<file path="src/rtl/wb2apb_wide.sv">
// wb2apb_wide: Wishbone classic slave to APB3/APB4 master bridge splitting each WB access into RATIO narrower APB beats
module wb2apb_wide #(
    parameter int APB_ADDR_WIDTH = 32,
    parameter int APB_DATA_WIDTH = 32,
    parameter int RATIO          = 2,
    parameter int TIMEOUT_CYCLES = 255
) (
    input  logic                                clk,
    input  logic                                rstn_i,
    input  logic                                wb_cyc_i,
    input  logic                                wb_stb_i,
    input  logic                                wb_we_i,
    input  logic [APB_ADDR_WIDTH-1:0]           wb_adr_i,
    input  logic [APB_DATA_WIDTH*RATIO-1:0]     wb_dat_i,
    input  logic [APB_DATA_WIDTH*RATIO/8-1:0]   wb_sel_i,
    output logic [APB_DATA_WIDTH*RATIO-1:0]     wb_dat_o,
    output logic                                wb_ack_o,
    output logic                                wb_err_o,
    output logic                                psel_o,
    output logic                                penable_o,
    output logic                                pwrite_o,
    output logic [APB_ADDR_WIDTH-1:0]           paddr_o,
    output logic [APB_DATA_WIDTH-1:0]           pwdata_o,
    output logic [APB_DATA_WIDTH/8-1:0]         pstrb_o,
    input  logic [APB_DATA_WIDTH-1:0]           prdata_i,
    input  logic                                pready_i,
    input  logic                                pslverr_i
);
    localparam int AW = APB_ADDR_WIDTH;
    localparam int DW = APB_DATA_WIDTH;
    localparam int WW = DW * RATIO;
    localparam int SW = DW / 8;
    localparam int WS = WW / 8;
    localparam int BW = RATIO > 1 ? $clog2(RATIO) : 1;
    localparam int TW = TIMEOUT_CYCLES > 0 ? $clog2(TIMEOUT_CYCLES + 1) : 1;

    typedef enum logic [1:0] {IDLE, SETUP, ACCESS, RESP} state_t;

    state_t        state, state_n;
    logic [BW-1:0] beat, beat_n;
    logic [TW-1:0] tcnt, tcnt_n;
    logic [AW-1:0] adr, adr_n;
    logic          we, we_n;
    logic [WW-1:0] dat, dat_n, rbuf, rbuf_n;
    logic [WS-1:0] sel, sel_n;
    logic          ack_n, err_n, last;
    logic          psel_n, pen_n, pwrite_n;
    logic [AW-1:0] paddr_n;
    logic [DW-1:0] pwdata_n;
    logic [SW-1:0] pstrb_n;
    logic [WW-1:0] rdat_n;

    assign last = beat == BW'(RATIO - 1);

    // Sequencer: request capture, beat stepping, error/timeout abort and WB cycle withdrawal
    always_comb begin
        state_n = state;
        beat_n  = beat;
        tcnt_n  = tcnt;
        adr_n   = adr;
        we_n    = we;
        dat_n   = dat;
        sel_n   = sel;
        rbuf_n  = rbuf;
        ack_n   = 1'b0;
        err_n   = 1'b0;
        case (state)
            IDLE: if (wb_cyc_i && wb_stb_i) begin
                state_n = SETUP;
                beat_n  = '0;
                adr_n   = wb_adr_i;
                we_n    = wb_we_i;
                dat_n   = wb_dat_i;
                sel_n   = wb_sel_i;
                rbuf_n  = '0;
            end
            SETUP: begin
                state_n = ACCESS;
                tcnt_n  = '0;
            end
            ACCESS: if (pready_i) begin
                if (!pslverr_i && !we)
                    rbuf_n = rbuf | (WW'(prdata_i) << (DW * int'(beat)));
                if (!wb_cyc_i) begin
                    state_n = IDLE;
                end else if (pslverr_i || last) begin
                    state_n = RESP;
                    err_n   = pslverr_i;
                    ack_n   = !pslverr_i;
                end else begin
                    state_n = SETUP;
                    beat_n  = beat + BW'(1);
                end
            end else begin
                tcnt_n = tcnt + TW'(1);
                if (TIMEOUT_CYCLES != 0 && tcnt_n == TW'(TIMEOUT_CYCLES)) begin
                    state_n = wb_cyc_i ? RESP : IDLE;
                    err_n   = wb_cyc_i;
                end
            end
            RESP: state_n = IDLE;
            default: state_n = IDLE;
        endcase
    end

    // Bus outputs are derived from the next state so they can be registered without extra latency
    assign psel_n   = state_n == SETUP || state_n == ACCESS;
    assign pen_n    = state_n == ACCESS;
    assign pwrite_n = psel_n && we_n;
    assign paddr_n  = psel_n ? adr_n + AW'(beat_n) * AW'(SW) : '0;
    assign pwdata_n = psel_n ? DW'(dat_n >> (DW * int'(beat_n))) : '0;
    assign pstrb_n  = pwrite_n ? SW'(sel_n >> (SW * int'(beat_n))) : '0;
    assign rdat_n   = (ack_n || err_n) ? rbuf_n : '0;

    // State, captured request and all registered WB/APB outputs
    always_ff @(posedge clk or negedge rstn_i) begin
        if (!rstn_i) begin
            state     <= IDLE;
            beat      <= '0;
            tcnt      <= '0;
            adr       <= '0;
            we        <= 1'b0;
            dat       <= '0;
            sel       <= '0;
            rbuf      <= '0;
            wb_dat_o  <= '0;
            wb_ack_o  <= 1'b0;
            wb_err_o  <= 1'b0;
            psel_o    <= 1'b0;
            penable_o <= 1'b0;
            pwrite_o  <= 1'b0;
            paddr_o   <= '0;
            pwdata_o  <= '0;
            pstrb_o   <= '0;
        end else begin
            state     <= state_n;
            beat      <= beat_n;
            tcnt      <= tcnt_n;
            adr       <= adr_n;
            we        <= we_n;
            dat       <= dat_n;
            sel       <= sel_n;
            rbuf      <= rbuf_n;
            wb_dat_o  <= rdat_n;
            wb_ack_o  <= ack_n;
            wb_err_o  <= err_n;
            psel_o    <= psel_n;
            penable_o <= pen_n;
            pwrite_o  <= pwrite_n;
            paddr_o   <= paddr_n;
            pwdata_o  <= pwdata_n;
            pstrb_o   <= pstrb_n;
        end
    end
endmodule

</file>
<file path="config.mk">
export PLATFORM = sky130hd
export DESIGN_NAME = wb2apb_wide
export DESIGN_NICKNAME = d
export VERILOG_FILES = /design/src/rtl/wb2apb_wide.sv
export SDC_FILE = /design/constraint.sdc
export NUM_CORES = 1
export LEC_CHECK = 0
export BUFFER_PORTS_ARGS = -buffer_cell sky130_fd_sc_hd__buf_2
export CORE_MARGIN = 2
export CORE_UTILIZATION = 54
export CTS_CLUSTER_DIAMETER = 150
export DETAILED_ROUTE_END_ITERATION = 6
export PLACE_DENSITY = 0.87
export SYNTH_ARGS = -nofsm -noshare
export SYNTH_HDL_FRONTEND = slang
export SYNTH_SLANG_ARGS = --single-unit
</file>
<file path="constraint.sdc">
create_clock -name clk -period 3.64 [get_ports clk]
set_input_delay 0.182 -clock clk [delete_from_list [all_inputs] [get_ports clk]]
set_output_delay 0.182 -clock clk [all_outputs]
set_load 0.1 [all_outputs]
</file>
==> flow_metrics.py <==
metrics = {
    "synth": {
        "synth_top_family_by_area": "simple AND/OR/NAND/NOR gates",
        "synth-edff-count": 0,
        "synth_top_area_share_pct": 62.3,
        "ys_seq_elements": 317,
        "synth-simple-area-share_pct": 20.8,
        "synth_adder_area_share_pct": 0.491,
        "syn-cell-area_mm2": 0.0127,
        "yosysWarningCount": 0,
        "synthArstFlopShare_pct": 100,
        "avgSynthCellArea_um2": 10.9,
        "synth_top_area_cell": "dfrtp_1",
        "synth-main-ff-cell": "dfrtp_1",
        "muxShareOfSynthArea_pct": 4.84,
        "yosysUniqueCellTypes": 58,
        "synth_cells": 1168,
        "synth_compound_area_share_pct": 7.26,
        "ys_seq_area_share_pct": 62.3,
        "synth_xor_area_share_pct": 0.963,
        "synth_area_leaders": "dfrtp_1 (62%), nand2_1 (9.1%), mux2i_1 (3.8%)",
        "synthesis.nets": 1316,
    },
    "worst_setup_path": {
        "critical_path_required_ns": 4.08,
        "path_class": "register to register",
        "endpoint_kind": "register",
        "path_max_fanout": 63,
        "arrival_ns": 3.74,
        "cp-start-kind": "register",
    },
    "run": {
        "drv_cap": 0,
    },
    "die": {
        "die-area_mm2": 0.0248,
        "initial_utilization_pct": 54.6,
        "core_mm2": 0.0233,
        "die_w_um": 158,
        "io_pins": 280,
        "die_height_um": 158,
        "rows": 56,
    },
    "place": {
        "post-place-ws_ns": 0.416,
        "io_buffers": 279,
        "dpl_cell_area_mm2": 0.0144,
        "place_congestion": 0.924,
        "place_hpwl_um": 20800,
    },
    "global_routing": {
        "grt_remaining_overflow": 0,
        "grt_pass1_wl_um": 59200,
        "grt.total_usage_pct": 30.6,
        "antenna_found_initial": 1,
        "grt_max_degree": 111,
        "grt_pass1_vias": 11200,
    },
    "cts": {
        "cts-root-buf": "clkbuf_16",
        "numCtsBuffers": 34,
        "clkTransAtPathRegs_ns": 0.07,
        "cts_tree": "done",
        "postCtsSetupBuffers": 0,
        "insertion_delay_ns": 0.51,
        "htree_num_levels": 2,
        "clockBufferDepth": 3,
        "cts_resized": 0,
        "cts.sinks": 317,
    },
    "sta": {
        "fin_crit_sh_pct": 90.6,
        "tightest_slew_ns": 0.885,
        "maxSlewHeadroom_pct": 41.0,
        "final_hold_viol_count": 0,
        "skew_ns": 0.0190,
        "fin_crit_ns": 3.30,
        "setup_ws_ns": 0.343,
        "rsz0062_at_grt": "no",
        "finalSetupTns_ns": 0,
        "slew_viol_final": 0,
        "finalSetupViolCount": 0,
        "fmax_mhz": 303,
    },
    "route": {
        "wl_um": 38100,
        "vias_per_cell": 5.69,
        "dr.max_layer_used": "met4",
        "drtIter0Drc": 1109,
        "wl_per_cell_um": 20.0,
        "ant_nets": 0,
        "wl_met1_um": 14400,
        "wl_met3_um": 3350,
        "via_count": 10800,
        "wl_met2_um": 18700,
        "drc": 0,
        "dr.pass1.iters": 6,
    },
    "layout": {
        "syn2layout_area_growth_pct": 32.4,
        "fin_nets": 1711,
        "stdcell_area_mm2": 0.0169,
        "drive_gt1_share_pct": 25.9,
    },
    "outcome": {
        "status": "completed",
    },
    "power": {
        "max-vdd-ir-drop_uv": 930,
        "p_leak_nw": 8.75,
        "power_per_cell_area_mw_per_mm2": 827,
    },
    "min_path": {
        "hold_path_class": "input pin to register",
    },
}
==> Yosys cell counts (all sizes together) (3+ instances only) <==
master and count:
and4 4, buf 46, nor2 90, inv 13
o21ai 17, mux2i 48, nand3 15, o2111ai 3
or4 7, nand4 14, nor3 48, or3 3
a31oi 7, o211ai 6, xnor2 4, mux2 12
nand2 309, nor2b 38, o221ai 3, xor2 10
a22o 34, ha 5, dfrtp 317, and3 6
clkbuf 23, nor4 15, a21oi 44
==> worst max-delay path, cell delays in order (launching register included) <==
cell and delay (ns):
dfrtp_1 0.43, ha_1 0.24, nand3_1 0.10, or3_4 0.36
a2111oi_4 0.52, o21ai_0 0.15, a21o_1 0.21, ha_2 0.29
buf_12 0.21, or4_1 0.58, nand2_1 0.11
==> cell families (layout without fill, tap and decap cells) <==
kind of cell | Yosys count | in the layout
compound gates | 131 | 131
simple gates | 558 | 558
xor+xnor | 14 | 14
mux | 60 | 60
other cells | 0 | 1
buf+inv | 83 | 501
fa+ha+maj | 5 | 5
flops | 317 | 317
==> cell type report <==
cell class | instances | area [um2]
well taps | 319 | 399
repair buffers | 428 | 2890
fillers | 1472 | 6480
flip-flops and latches | 317 | 7930
clock buffers | 45 | 932
multi-input cells | 768 | 4450
inverters | 14 | 52.6
diodes | 1 | 2.50
clock inverters | 14 | 205
==> power breakdown <==
part           total (W)  internal [W]  switching (W)
sequential       0.00504       0.00454       0.000495
combinational    0.00532       0.00129        0.00404
clock            0.00357       0.00211        0.00147
==> worst paths after layout <==
check	startpoint	end	slack, ns	cells past startpoint
max	tcnt[0]$_DFFE_PN0P_	paddr_o[17]$_DFF_PN0_	0.34	10
max reg2reg	tcnt[0]$_DFFE_PN0P_	paddr_o[17]$_DFF_PN0_	0.34	10
max in group asynchronous	rstn_i	pwdata_o[27]$_DFF_PN0_	2.22	3
min	wb_adr_i[21]	adr[21]$_DFF_PN0_	0.02	3
min in group asynchronous	rstn_i	paddr_o[16]$_DFF_PN0_	0.30	2
min reg2reg	dat[22]$_DFF_PN0_	dat[22]$_DFF_PN0_	0.47	2
==> layer usage <==
layer | vias to the layer above | track usage (%)
li1 | 4720 | -
met1 | 5317 | 38.4
met2 | 663 | 51.4
met3 | 142 | 6.31
met4 | 0 | 13.9
met5 | - | 0
==> placed cells by master, fill, tap and decap left out, types with 34 or more instances in the layout <==
cell | Yosys | layout
a21oi_1 | 44 | 44
a22o_1 | 34 | 34
buf_2 | 32 | 278
clkbuf_16 | 0 | 34
dfrtp_1 | 317 | 317
dlygate4sd3_1 | 0 | 129
mux2i_1 | 48 | 48
nand2_1 | 308 | 308
nor2_1 | 90 | 90
nor2b_1 | 38 | 38
==> registers in the layout, summed over array words and instances (netlist names) <==
| register | count |
|---|---|
| rbuf | 64 |
| penable_o | 1 |
| wb_err_o | 1 |
| pstrb_o | 4 |
| dat | 64 |
| pwdata_o | 32 |
| sel | 8 |
| wb_dat_o | 64 |
| beat | 1 |
| pwrite_o | 1 |
| we | 1 |
| psel_o | 1 |
| adr | 32 |
| tcnt | 8 |
| state | 2 |
| paddr_o | 32 |
| wb_ack_o | 1 |
==> repair_timing <==
action	4_1_cts	5_1_grt
hold endpoints to repair	268	0
endpoints found under the setup margin	0	0
hold buffers	129	0
==> per-stage QoR <==
stage / std cells / util, % / hold slack [ns] / total power [W]
CTS: 1905 / 72.2 / 0.00139 / 0.0137
finish: 1906 / 72.2 / 0.0184 / 0.0139
global route: 1906 / 72.2 / 0.0162 / 0.0145
global placement: 1717 / 61.8 / 0.266 / 0.00987
detailed placement: 1717 / 61.8 / 0.273 / 0.0100
floorplan: 1168 / - / -0.114 / 0.00971
Power figures use the tool's default switching activity.
